## src/rtl/priority_encoder.sv

```systemverilog
// priority_encoder
//   Registered 4-to-2 priority encoder. D[3] has the highest priority. The
//   encoded index, a valid flag and the one-hot form of the winning request
//   are captured on an enabled rising edge. All outputs come straight from
//   flops, so there is no combinational path from any input to any output.
//
// Ports
//   clk    : rising-edge clock for all state
//   rst    : synchronous active-high reset, takes priority over en
//   en     : capture enable for the output registers
//   D      : request vector, D[3] highest priority
//   Y      : binary index of the highest set bit of the captured D
//   valid  : 1 when the captured D was nonzero
//   onehot : one-hot form of the winning bit, 0000 when not valid
module priority_encoder (
  input  logic       clk,
  input  logic       rst,
  input  logic       en,
  input  logic [3:0] D,
  output logic [1:0] Y,
  output logic       valid,
  output logic [3:0] onehot
);

  logic [1:0] y_q, y_d;
  logic       valid_q, valid_d;
  logic [3:0] onehot_q, onehot_d;

  logic [1:0] enc_y;
  logic       enc_valid;
  logic [3:0] enc_onehot;

  // Higher bits mask everything below them. D=0000 also encodes to 00;
  // enc_valid is the only thing that tells it apart from D=0001.
  always_comb begin
    enc_y      = 2'b00;
    enc_onehot = 4'b0000;
    casez (D)
      4'b1???: begin enc_y = 2'b11; enc_onehot = 4'b1000; end
      4'b01??: begin enc_y = 2'b10; enc_onehot = 4'b0100; end
      4'b001?: begin enc_y = 2'b01; enc_onehot = 4'b0010; end
      4'b0001: begin enc_y = 2'b00; enc_onehot = 4'b0001; end
      default: begin enc_y = 2'b00; enc_onehot = 4'b0000; end
    endcase
    enc_valid = |D;
  end

  // Without en the registers simply recirculate their current value.
  always_comb begin
    y_d      = y_q;
    valid_d  = valid_q;
    onehot_d = onehot_q;
    if (en) begin
      y_d      = enc_y;
      valid_d  = enc_valid;
      onehot_d = enc_onehot;
    end
  end

  always_ff @(posedge clk) begin
    if (rst) begin
      y_q      <= 2'b00;
      valid_q  <= 1'b0;
      onehot_q <= 4'b0000;
    end else begin
      y_q      <= y_d;
      valid_q  <= valid_d;
      onehot_q <= onehot_d;
    end
  end

  assign Y      = y_q;
  assign valid  = valid_q;
  assign onehot = onehot_q;

endmodule

```

## config.mk

```make
export PLATFORM = sky130hd
export DESIGN_NAME = priority_encoder
export DESIGN_NICKNAME = d
export VERILOG_FILES = /design/src/rtl/priority_encoder.sv
export SDC_FILE = /design/constraint.sdc
export NUM_CORES = 1
export LEC_CHECK = 0
export CORE_AREA = 2 2 39 41
export CTS_CLUSTER_SIZE = 24
export DETAILED_ROUTE_END_ITERATION = 8
export DIE_AREA = 0 0 41 43
export GPL_ROUTABILITY_DRIVEN = 1
export HOLD_SLACK_MARGIN = 0.06
export PLACE_DENSITY = 0.53
export SLEW_MARGIN = 0
export SYNTH_ARGS = -nofsm -noshare
export SYNTH_HDL_FRONTEND = slang
export SYNTH_SLANG_ARGS = --single-unit
```

## constraint.sdc

```tcl
create_clock -name clk -period 0.9 [get_ports clk]
set_input_delay 0.18 -clock clk [delete_from_list [all_inputs] [get_ports clk]]
set_output_delay 0.18 -clock clk [all_outputs]
set_load 0.02 [all_outputs]
```

==> impl_metrics.ini <==
[status]
status = complete, no violations

[yosys]
synthTopCellsByArea = dfxtp_1, nor4b_4, nor2_1
async_flop_share_pct = 0
synthTopCellsByCount = dfxtp_1, nor2_1, inv_1
yosys.cell_types.count = 15
synth-seq-area-share_pct = 45.9
ys_ff_latch = 7
synth_flop_cell = dfxtp_1
syn_avg_cell_area_um2 = 10.2
synth_most_common_cell = dfxtp_1
synthCells = 30
ys_warn_count = 0
syn_nets = 37
synth_edf_count = 0
yosysTopAreaCell = dfxtp_1
synth_area_um2 = 305
yosysTopAreaCellShare_pct = 45.9

[critical_path]
worstSetupPathType = flop to output pin
worst_ep_required_time_ns = 0.72
critical_path.top_delay_family = flip-flops
cp-end-kind = output pin
crit_buf_inv = 1
cp.arrival_ns = 0.70
crit_path_max_incr_delay_ns = 0.32
start_kind = flop
crit_chain = buf_6
cpMaxStageDelayCell = dfxtp_2
cp_max_fo = 2

[placement]
numPortBuffers = 13
dp_hpwl_um = 501
placed_cell_area_um2 = 482
dp_slack_ns = -0.356
gp_congestion = 0.567

[final_layout]
nets = 59
antennaDiodeCount = 0
postLayoutCellArea_um2 = 527
area.growth.synth_to_final_pct = 72.5
nFillCells = 148
final_layout_size_suffix_gt1_share_pct = 47.1

[sta]
slew_headroom_pct = 85.4
hold_viol_final = 0
tns_ns = 0
post-route-min-period_ns = 0.877
worst_pin_slew_ns = 0.219
finalSetupViolCount = 0
fmax_mhz = 1140
fin_ws_ns = 0.0228
finalClockSkew_ns = 0
grt_setup_unrepaired = yes
post-route-period-util_pct = 97.5
slew_viol_final = 0

[floorplanning]
die_h_um = 43
core-area_mm2 = 0.00138
io_pins = 14
num_rows = 14
start_util_pct = 22.1
die_w_um = 41
die-area_mm2 = 0.00176

[clocking]
clkTransAtPathRegs_ns = 0.05
cts_buffer_depth = 2
clock_latency_ns = 0.25
cts_max_level = 1
cts_buffers = 3
clockRootBuffer = clkbuf_4
cts_setup_buffers = 0
cts_sinks = 7
cts_tree = built

[global_routing]
grtUsageTotal_pct = 9.96
antenna_found_initial = 0
first_global_vias = 292
grt_max_degree = 10
grt_pass1_wl_um = 1120
overflow = 0

[drt]
ant_nets = 0
vias = 291
drtIter0Drc = 0
drc = 0
routed_wl_um = 669
drtPass1Iterations = 1
vias_per_cell = 4.34
post_drt_wl_per_cell_um = 9.99

[min_path]
holdCritPathClass = input pin to flop

[power_and_ir_drop]
power.static_leakage_nw = 0.251
vdd_drop_max_mv = 0.436
p_per_area_mw_per_mm2 = 1480
p_total_mw = 0.780

[flow_run]
drv_cap = 0
routing by layer:
layer | vias up | global-route usage, % | wire length [um] | part of all wire [%]
met2 | 11 | 14.4 | 317 | 47
met4 | 0 | 12.0 | 26 | 3.9
met1 | 129 | 10.4 | 266 | 40
met3 | 4 | 1.57 | 58 | 8.7
met5 | - | 0 | 0 | 0
li1 | 147 | - | - | -
cell families after synthesis:
kind of cell           share of synthesized area (%)
muxes                                           3.28
AOI/OAI and AO/OA                               15.6
and+or+nand+nor                                 25.4
DFF                                             45.9
buffers and inverters                           9.84
layout by cell type, fill, tap and decap left out:
| cell type | n |
|---|---|
| dfxtp_2 | 7 |
| dlymetal6s2s_1 | 1 |
| buf_4 | 5 |
| buf_6 | 8 |
| inv_1 | 3 |
| a41o_1 | 1 |
| a211oi_1 | 2 |
| clkbuf_1 | 1 |
| mux2i_1 | 1 |
| clkbuf_4 | 3 |
| nor3b_1 | 2 |
| nor2_1 | 5 |
| a31o_1 | 1 |
| nor4b_4 | 1 |
| a311oi_1 | 1 |
| nand3b_1 | 1 |
| clkdlybuf4s50_1 | 1 |
| dlygate4sd2_1 | 4 |
| nand2b_1 | 2 |
| a21oi_1 | 1 |
sequential cells by signal, summed over array words and instances (netlist names):
register  count
onehot        4
Y             2
valid         1
worst register-to-register path: stages (launching register included):
cell and delay [ns]:
dfxtp_2 0.33, buf_4 0.10, nor2_1 0.03, a311oi_1 0.22
area by class of cell:
class                   count  area (um2)  share of cell area, %
flip-flops and latches      7         149                   28.3
clock buffers               4        26.3                   4.99
inverters                   3        11.3                   2.14
repair buffers             19         185                   35.2
well taps                  16        20.0                   3.80
multi-input cells          18         135                   25.7
what timing repair did:
item	4_1_cts	5_1_grt
setup endpoints to repair	13	9
hold buffers	0	0
resized for setup	54	1
gates cloned	0	0
power breakdown:
part | internal (mW) | switching, mW
Clock | 0.170 | 0.122
Combinational | 0.0828 | 0.0655
Sequential | 0.330 | 0.0102
metrics by stage:
stage	hold WS (ns)	util, %	std cells
final	0.298	38.1	67
after global placement	0.453	34.8	63
after floorplan	0.313	-	30
after detailed placement	0.458	34.8	63
after global routing	0.345	38.1	67
after CTS	0.396	37.9	67
path summary, 6_finish.rpt:
check                           slack, ns  cells past startpoint      start         to
worst max register to register       0.14                      3       Y[0]       Y[0]
worst min-delay path                 0.30                      3        rst      valid
worst max-delay path                 0.02                      1  onehot[0]  onehot[0]
worst min register to register       0.47                      2  onehot[2]  onehot[2]
Power figures use the tool's default switching activity.
